[config.mk]
export PLATFORM = sky130hd
export DESIGN_NAME = lfsr_deinterleaver
export DESIGN_NICKNAME = d
export VERILOG_FILES = /design/src/rtl/lfsr_deinterleaver.sv
export SDC_FILE = /design/constraint.sdc
export NUM_CORES = 1
export LEC_CHECK = 0
export BUFFER_PORTS_ARGS = -buffer_cell sky130_fd_sc_hd__buf_2
export CAP_MARGIN = 20
export CELL_PAD_IN_SITES_DETAIL_PLACEMENT = 0
export CELL_PAD_IN_SITES_GLOBAL_PLACEMENT = 1
export CORE_UTILIZATION = 47
export DETAILED_ROUTE_END_ITERATION = 16
export GPL_TIMING_DRIVEN = 1
export PLACE_DENSITY = 0.83
export RECOVER_POWER = 50
export SLEW_MARGIN = 0
export SYNTH_ARGS = -nofsm -noshare
export SYNTH_HDL_FRONTEND = slang
export SYNTH_SLANG_ARGS = --single-unit
export TNS_END_PERCENT = 1
[constraint.sdc]
create_clock -name clk -period 2 [get_ports clk]
set_clock_uncertainty 0.1 [all_clocks]
set_input_delay 0.1 -clock clk [delete_from_list [all_inputs] [get_ports clk]]
set_output_delay 0.1 -clock clk [all_outputs]
set_load 0.01 [all_outputs]
[src/rtl/lfsr_deinterleaver.sv]
// Receive-side inverse of the 8-bit LFSR block interleaver: rebuilds the index
// map from the shared x^4+x+1 LFSR, then scatters each input bit to its original position.
module lfsr_deinterleaver #(
  parameter logic [3:0] SEED   = 4'b1010,
  parameter logic [3:0] THRESH = 4'd8,
  parameter int         NSTEPS = 15
) (
  input  logic       clk,
  input  logic       rst,
  input  logic       restart,
  input  logic [7:0] din,
  input  logic       din_valid,
  output logic       din_ready,
  output logic [7:0] dout,
  output logic       dout_valid,
  output logic       map_ok,
  output logic       busy
);

  localparam int STEPW = (NSTEPS > 2) ? $clog2(NSTEPS) : 1;

  typedef enum logic [1:0] {
    BUILD = 2'd0,
    CHECK = 2'd1,
    READY = 2'd2
  } state_e;

  state_e            state_q, state_d;
  logic [3:0]        lfsr_q, lfsr_d;
  logic [STEPW-1:0]  step_q, step_d;
  logic [23:0]       idx_q, idx_d;
  logic [7:0]        dout_q, dout_d;
  logic              doutValid_q, doutValid_d;
  logic              mapOk_q, mapOk_d;
  logic [7:0][2:0]   srcSel_q, srcSel_d;
  logic [7:0]        srcCov_q, srcCov_d;

  logic [7:0][2:0]   tableSel;
  logic [7:0]        tableCov;
  logic [7:0]        permuted;

  // Inverse table: output position idx_k takes input bit k; ascending k lets a later slot win.
  always_comb begin
    tableSel = '0;
    tableCov = '0;
    for (int k = 0; k < 8; k++) begin
      tableSel[idx_q[3*k +: 3]] = 3'(k);
      tableCov[idx_q[3*k +: 3]] = 1'b1;
    end
  end

  always_comb begin
    permuted = '0;
    for (int p = 0; p < 8; p++) begin
      permuted[p] = srcCov_q[p] & din[srcSel_q[p]];
    end
  end

  always_comb begin
    state_d     = state_q;
    lfsr_d      = lfsr_q;
    step_d      = step_q;
    idx_d       = idx_q;
    dout_d      = dout_q;
    doutValid_d = 1'b0;
    mapOk_d     = mapOk_q;
    srcSel_d    = srcSel_q;
    srcCov_d    = srcCov_q;

    unique case (state_q)
      BUILD: begin
        lfsr_d = {lfsr_q[0] ^ lfsr_q[1], lfsr_q[3:1]};
        if (lfsr_q <= THRESH) begin
          idx_d = {lfsr_q[2:0], idx_q[23:3]};
        end
        step_d = step_q + 1'b1;
        if (step_q == STEPW'(NSTEPS - 1)) begin
          state_d = CHECK;
        end
      end

      CHECK: begin
        srcSel_d = tableSel;
        srcCov_d = tableCov;
        // Eight slots cover all eight positions exactly when they are all distinct.
        mapOk_d  = &tableCov;
        state_d  = READY;
      end

      READY: begin
        if (din_valid) begin
          dout_d      = permuted;
          doutValid_d = 1'b1;
        end
        if (restart) begin
          state_d = BUILD;
          lfsr_d  = SEED;
          step_d  = '0;
          idx_d   = '0;
          mapOk_d = 1'b0;
        end
      end

      default: begin
        state_d = BUILD;
      end
    endcase
  end

  always_ff @(posedge clk) begin
    if (rst) begin
      state_q     <= BUILD;
      lfsr_q      <= SEED;
      step_q      <= '0;
      idx_q       <= '0;
      dout_q      <= '0;
      doutValid_q <= 1'b0;
      mapOk_q     <= 1'b0;
      srcSel_q    <= '0;
      srcCov_q    <= '0;
    end else begin
      state_q     <= state_d;
      lfsr_q      <= lfsr_d;
      step_q      <= step_d;
      idx_q       <= idx_d;
      dout_q      <= dout_d;
      doutValid_q <= doutValid_d;
      mapOk_q     <= mapOk_d;
      srcSel_q    <= srcSel_d;
      srcCov_q    <= srcCov_d;
    end
  end

  assign din_ready  = (state_q == READY);
  assign busy       = (state_q != READY);
  assign dout       = dout_q;
  assign dout_valid = doutValid_q;
  assign map_ok     = mapOk_q;

endmodule

==> results.md, run 1 <==
- The run finished, with violations left.
- The final reports fail on DRC.
- Of the post-synthesis cell area, the dominant cell type holds 0.353.
- The portion of synthesized area spent on multiplexers is 0.111.
- After filler insertion, the fill cell instance count of the layout stands at 842.
- IR analysis of the VDD net gives a maximum drop of 0.000481 V.
- The number of cells on the worst reg-to-reg path is 5.
- Input and output buffers added on the ports amount to 23.
- The worst hold path belongs to the class input pin to register.
- The minimum period implied by the final worst setup slack is 1890 ps.
- The register area is 1520 sq um.
- The final max-slew violation count was 0.
- The violation count after the first detailed-route iteration is approximately 380.
- Counting both buffers and inverters, the worst setup path holds a total of 0.
- The average wire per cell in the routed design is 17.7 um.
- After synthesis the cells add up to 4320 sq um.
- The synthesized design contains 0 enable-type register cells.
- The total met2 wirelength after detailed routing is 4890 um.
- By area the synthesized netlist is led by sky130_fd_sc_hd__dfxtp_1, sky130_fd_sc_hd__mux4_2, sky130_fd_sc_hd__nor2_1, sky130_fd_sc_hd__a21oi_1, sky130_fd_sc_hd__nand2_1.
- After detailed routing, the number of remaining DRC violations is 4.
- In the detailed route, the total length drawn on met3 is between 600 and 700 um.
- The detailed placer's ending HPWL is approximately 8200 um.
- After synthesis, the mean cell area works out to 8.36 sq um.
- The first-pass GRT wire length is 18400 um.
- In this run the core area contains 34 standard-cell rows.
- The number of maximum-capacitance constraint violations is 0.
- In this design, the largest share of critical-path delay is due to compound AO/OA/AOI/OAI gates.
- The path type of the worst setup path is register to register.
- The multi-input combinational cell area is between 2000 and 3000 sq um.
- The utilization after layout is 0.530.
- The instance count along the most critical hold path is 4.
- Setup violations remaining at the end of the flow were counted as 0.
- The number of warnings issued by yosys is 0.
- The top metal layer carrying routed signals is met4.
- Setup repair after global routing left no endpoint under its margin.
- The initial antenna violation count came to 0.
- After synthesis, the largest family of logic cells by area is simple AND/OR/NAND/NOR gates.
- The clock passes through at most 2 buffers.
- In the final routing, the length of wire on met1 measures ~5200 um.
- The primary flip-flop cell chosen by synthesis mapping is sky130_fd_sc_hd__dfxtp_1.
- The worst path arrival time is 2040 ps.
- The sequential element share of the synthesized area is 0.353.
- The number of nets in the synthesized netlist is 531.
- Walking the worst path, the cells encountered are nor3b_1, nand2b_1, a2111oi_1, nand4_1, o211a_1.
- In this run the count of I/O pins placed on the die edge is 24.
- The flip-flop and latch count after synthesis is 76.
- The fraction of the mapped netlist area in adder cells is 0.00870.
- The detail-routed via count per cell is 6.07.
- The number of vias in the routed layout is 3837.
- The number of nets at the end of the flow is 534.
- The share of synthesized registers carrying an async set or reset is 0.
- At the pin with the least slew margin, the transition time is 687 ps.
- The H-tree generated during clock tree synthesis spans 3 levels.
- For this configuration, the core starts out at a cell density of 0.490.
- The standard cell with the maximum stage delay on the critical path is sky130_fd_sc_hd__a2111oi_1.
- The maximum number of pins on one net before global-route repair is 38.
- The worst setup path is launched from a register.
- The maximum fanout count along the critical path is 11.
- The critical path crosses 5 cells after its start point.
- The most common cell after layout, fill and taps aside is sky130_fd_sc_hd__dfxtp_1.
- The element type at the critical path end is a register.
- The static leakage power is 1.63 nW.
- The area growth from synthesis to layout is 8.23%.
- The area fraction in compound gates after synthesis came to 0.158.
- The number of distinct standard cells referenced by the synthesized netlist is 60.
- The number of clock buffers added by TritonCTS is 9.
- The worst-skew pair later-pin latency is 360 ps.
- The critical path's largest stage delay is 570 ps.
- Synthesis produced a netlist whose cell count is approximately 520.
- The number of setup buffers added after CTS is 0.
- OpenSTA, run right after detailed placement, puts the worst setup slack at 82.1 ps.
- The number of inserted diodes is 0.
- The final global-route overflow total is 0.
- The iteration count of the initial detailed-routing pass is 11.
- The cell taking the most area after synthesis is sky130_fd_sc_hd__dfxtp_1.
- Of the cells placed in the final design, the portion with a size suffix greater than 1 is 0.166.
- The clock root buffer is sky130_fd_sc_hd__clkbuf_8.
- The core box area is roughly 9000 sq um.
- The die outline width is 97.8 um.
- For this design, the sink count on the clock tree is 76.
- The number of failing hold endpoints at the final stage came to 0.
- TritonCTS built the clock tree.
- Power spread over the standard cell area amounts to 675 nW/um^2.
- The die footprint is roughly 9600 sq um.
- The post-synthesis xor/xnor area fraction is 0.
- The number of global-route vias before repair is 3473.
- Measured along the y axis, the die boundary spans 97.8 um.
- The total wire length is 11200 um.
- The relative slew slack is 0.541.
- Dividing the final minimum period by the clock period gives 0.945.
- The data required time of the critical path is between 2000 and 2500 ps.
- The final-layout setup total negative slack is 0 ps.
- The all-layer global routing usage is 0.245.
- The top cell types in the final layout, fill and taps aside, are sky130_fd_sc_hd__dfxtp_1, sky130_fd_sc_hd__nor2_1, sky130_fd_sc_hd__nand2_1.
- Of the total synthesized cell area, the portion taken by AND, OR, NAND and NOR gates is 0.306.
- Once detail routing completed, the nets flagged for antenna violations numbered 0.
- At the end of routability-driven placement, the weighted congestion stood at roughly 1.
- The maximum achievable frequency is 529 MHz.
- Setup slack closes at 110 ps.
- Clock-pin slew was measured on the worst setup and hold paths at approximately 80 ps.
[power by group]
part,leakage (nW),internal [W],switching [W]
Combinational,0.903,0.000101,0.000150
Clock,0.110,0.000711,0.000621
Sequential,0.615,0.00153,0.0000358
Total,1.63,0.00234,0.000807
[synth_stat cells (3+ instances only)]
master	number
sky130_fd_sc_hd__nand4_1	5
sky130_fd_sc_hd__a311oi_1	8
sky130_fd_sc_hd__buf_2	24
sky130_fd_sc_hd__dfxtp_1	76
sky130_fd_sc_hd__a211oi_1	12
sky130_fd_sc_hd__o21ai_0	9
sky130_fd_sc_hd__nand2b_1	8
sky130_fd_sc_hd__nor3b_1	15
sky130_fd_sc_hd__o21bai_1	3
sky130_fd_sc_hd__nand3_1	41
sky130_fd_sc_hd__nor2_1	64
sky130_fd_sc_hd__clkbuf_1	17
sky130_fd_sc_hd__inv_1	5
sky130_fd_sc_hd__nand3b_1	11
sky130_fd_sc_hd__ha_1	3
sky130_fd_sc_hd__or3b_1	4
sky130_fd_sc_hd__buf_6	5
sky130_fd_sc_hd__o22ai_1	7
sky130_fd_sc_hd__nor3_1	13
sky130_fd_sc_hd__a21oi_1	47
sky130_fd_sc_hd__mux2_2	8
sky130_fd_sc_hd__a31oi_1	4
sky130_fd_sc_hd__mux4_2	16
sky130_fd_sc_hd__nand2_1	61
sky130_fd_sc_hd__mux2i_1	3
sky130_fd_sc_hd__and2_1	3
[worst register-to-register path: cells and delay by family, from the launching register on]
kind / cells / cell delay (ps)
AOI/OAI and AO/OA: 2 / 720
DFF: 1 / 490
and+or+nand+nor: 3 / 470
[sequential cells by signal (all words and copies together), names as in the netlist]
signal and flops:
lfsr_q 4, dout 8, idx_q 24, srcCov_q 8, srcSel_q 24, dout_valid 1
step_q 4, state_q 2, map_ok 1
[final timing paths]
| kind | slack [ps] | startpoint | end |
|---|---|---|---|
| worst max-delay path | 110 | idx_q[10] | srcCov_q[4] |
| worst min-delay path | 10 | rst | map_ok |
| worst max register to register | 110 | idx_q[10] | srcCov_q[4] |
| worst min register to register | 350 | dout[1] | dout[1] |
[cell type report]
cell class | instances | share of cell area
multi-input combinational | 385 | 0.544
sequential | 76 | 0.326
timing repair buffer | 40 | 0.0474
tap | 108 | 0.0289
clock buffer | 9 | 0.0265
clock inverter | 7 | 0.0212
inverter | 7 | 0.00563
[metal layers]
metal  track usage  up-vias
li1              -     1873
met1         0.347     1787
met2         0.360      147
met3        0.0387       30
met4         0.127        0
met5             0        -
[cells by family after synthesis]
logic type,after synthesis
AND/OR/NAND/NOR,248
flip-flops,76
buffers and inverters,55
adder cells (fa/ha/maj),3
multiplexers,27
AO/OA/AOI/OAI,107
[metrics by stage]
stage | area (sq um) | total power [W] | std cells | hold WS (ps)
floorplan | 4320 | 0.00177 | 516 | 183
global placement | 4450 | 0.00184 | 615 | 321
detailed placement | 4450 | 0.00185 | 615 | 319
CTS | 4680 | 0.00317 | 632 | 6.88
global route | 4670 | 0.00326 | 632 | 30.8
finish | 4670 | 0.00315 | 632 | 11.1
[timing repair]
item                                    CTS  global route
endpoints found under the hold margin     2             0
gates resized for setup                   0             5
hold buffers                              1             0
endpoints found under the setup margin    0             2
(Power assumes the default switching activity.)
==> run 2, diff against run 1 <==
Settings changed: CORE_ASPECT_RATIO set to 1.25, CORE_UTILIZATION 47 to 42, PLACE_DENSITY 0.83 to 0.79.
Clock period 2 ns to 1.55 ns, I/O delays scaled along.
==> run 2 against run 1 <==
  * The run ends with setup timing left
  * Power up 51%
  * Global-route usage fell by 0.39 points
  * Cell count is 20% higher
  * Sequential power increased by 27%
  * Die area rose by 12%
  * Via count increased by 9.7%
  * Setup slack got worse by 280 ps
  * Sequential cell count did not move
  * Hold slack gained 120 ps
  * Critical path type unchanged
==> results.md, run 2 (synthesis results as in run 1) <==
- The number of setup violations in the final report is 14.
- The number of global-route vias before repair is roughly 4000.
- For the worst flop-to-flop path, the logic depth is 6.
- The all-layer global routing usage is 0.241.
- The run finished, with violations left.
- The die outline width is 92.7 um.
- The die footprint is 10700 sq um.
- The placed cell area is about 5200 sq um.
- The initial antenna violation count is 0.
- The maximum level of the CTS H-tree is 3.
- The clock slew at the register clock pins of the worst setup and hold paths is 60 ps.
- The type of element launching the critical path is a register.
- The core region is 10100 sq um.
- The y dimension of the die is 115 um.
- Of the total power, the share spent switching nets is 0.237.
- The path type of the worst setup path is register to register.
- The total power density per cell area is ~800 nW/um^2.
- The sequential group share of total power is 0.419.
- The net count of the finished layout is approximately 640.
- At the worst endpoint, the arrival time is 1860 ps.
- Of the cells placed in the final design, the portion with a size suffix greater than 1 is 0.435.
- The reported net switching power is between 0.001 and 0.0015 W.
- The detailed placer's ending HPWL is 9460 um.
- The slack of the worst reg-to-reg path is -170 ps.
- In this run the remaining antenna-violating nets after routing total 0.
- Along the worst path, the maximum fanout reaches 9.
- The maximum achievable frequency is 581 MHz.
- The remaining routing DRC violations is 0.
- The static leakage power is ~2.3 nW.
- Headroom to the max-slew limit came out at 0.728.
- For this block, the routed nets add up to about 13000 um of wire.
- The utilization after layout is 0.591.
- Dividing the final minimum period by the clock period gives 1.11.
- The tree is rooted in a sky130_fd_sc_hd__clkbuf_16.
- The timing startpoint of the critical path is idx_q[6].
- The final max-slew violation count is 0.
- The area growth from synthesis to layout is 37.7%.
- TritonCTS built the clock tree.
- At the worst endpoint, the required time is 1690 ps.
- The count of non-filler cells in the finished layout is 757.
- After routing the design area is 5940 sq um.
- Entering global routing, the biggest net connects 33 pins.
- The slew of the pin with the lowest slew margin is 407 ps.
- Counting I/O delays and the setup requirement, the final critical path takes 1720 ps.
- The number of buffers added by the clock tree synthesis step is 9.
- In this run the core area contains 41 standard-cell rows.
- The part of the power in combinational logic is 0.094.
- The number of inserted diodes is 0.
- Input and output buffers added on the ports amount to 23.
- The placer's final routability congestion estimate is just under 1.
- In the final layout, the registers with the most flip-flops are idx_q (24), srcSel_q (24).
- In the final routing, the length of wire on met1 measures 5360 um.
- After detailed routing, the number of vias per cell comes to 5.56.
- The number of failing hold endpoints at the final stage is 0.
- STA classifies the critical path endpoint as a register.
- The most critical setup path has its endpoint at map_ok.
- The deepest clock path buffer count is 2.
- The violation count after the first detailed-route iteration is 214.
- The worst register-to-register path ends at map_ok.
- The worst-case IR drop observed on VDD is between 0.0005 and 0.0006 V.
- The top metal layer carrying routed signals is met4.
- The first-pass GRT wire length is between 15000 and 20000 um.
- The share of total power dissipated in the clock network is 0.486.
- The beginning of the worst register-to-register path is idx_q[6].
- The most common cell after layout, fill and taps aside is sky130_fd_sc_hd__buf_4.
- The top cell types in the final layout, fill and taps aside, are sky130_fd_sc_hd__buf_4, sky130_fd_sc_hd__nand2_1, sky130_fd_sc_hd__nor2_1.
- The total met2 wirelength after detailed routing is 6770 um.
- The internal power contribution is 0.00363 W.
- The number of vias in the routed layout is 4208.
- Pin placement for this block handled 24 I/O pins.
- The number of clock sinks is 76.
- The first TritonRoute pass finished after 5 iterations.
- The final reports fail on setup timing.
- After detailed routing, the met3 layer carries between 300 and 400 um of wire.
- In the final routed layout, each cell accounts on average for 16.9 um.
- The initial utilization of the core area, before any placement, comes to 0.429.
- The slack of the critical path is -170 ps.
- The worst min-delay path category is input pin to register.
- The final global-route overflow total is 0.
- Setup repair after global routing could not meet its margin everywhere.
- The number of maximum-capacitance constraint violations is 0.
- The worst-skew pair later-pin latency is ~340 ps.
- The cell count after placement is 733.
run 2: final cells by class:
class / instances / area [sq um]
Clock buffer: 11 / 243
Clock inverter: 5 / 82.6
Fill cell: 907 / 4110
Inverter: 7 / 26.3
Multi-Input combinational cell: 385 / 2770
Sequential cell: 76 / 1590
Tap cell: 129 / 161
Timing Repair Buffer: 144 / 1060
run 2: power by group through the flow:
stage / clock [W] / combinational (W) / sequential, W
6_report: 0.00232 / 0.000448 / 0.00200
5_1_grt: 0.00245 / 0.000480 / 0.00200
4_1_cts: 0.00234 / 0.000427 / 0.00201
3_5_place_dp: 0 / 0.000414 / 0.00206
3_3_place_gp: 0 / 0.000404 / 0.00205
2_1_floorplan: 0 / 0.000250 / 0.00204
run 2: timing repair:
item                                   4_1_cts  5_1_grt
pin swaps                                    9       10
endpoints found under the hold margin        2        0
resized for setup                           48       61
hold buffers                                 2        0
buffers inserted                             2        4
setup endpoints to repair                   37       57
run 2: how the worst min path moves through the flow:
stage / from / end / slack (ps) / cells past startpoint
finish: din_valid / dout_valid / 130 / 3
global route: din_valid / dout_valid / 150 / 3
CTS: din_valid / dout_valid / 130 / 3
detailed placement: restart / state_q[1] / 310 / 4
global placement: restart / state_q[1] / 300 / 4
floorplan: restart / state_q[1] / 160 / 3
run 2: metrics by stage:
stage | hold slack [ps] | setup slack, ps | power, W | TNS [ps]
floorplan | 161 | -36.4 | 0.00229 | -50.9
global placement | 296 | -228 | 0.00246 | -1310
detailed placement | 307 | -234 | 0.00247 | -1800
CTS | 132 | -155 | 0.00478 | -659
global route | 151 | -197 | 0.00493 | -2100
finish | 129 | -170 | 0.00476 | -781
run 2: layer usage:
layer,track usage,vias to the layer above
met5,0,-
li1,-,2081
met4,0.0923,0
met1,0.284,2010
met2,0.441,96
met3,0.0351,21
run 2: worst max-delay path, cell delays in order, from the launching register on:
cell and delay (ps):
sky130_fd_sc_hd__dfxtp_4 370, sky130_fd_sc_hd__or3b_4 420, sky130_fd_sc_hd__nand2b_4 90, sky130_fd_sc_hd__a2111oi_2 40, sky130_fd_sc_hd__buf_4 160, sky130_fd_sc_hd__a31o_2 240, sky130_fd_sc_hd__o41ai_2 200
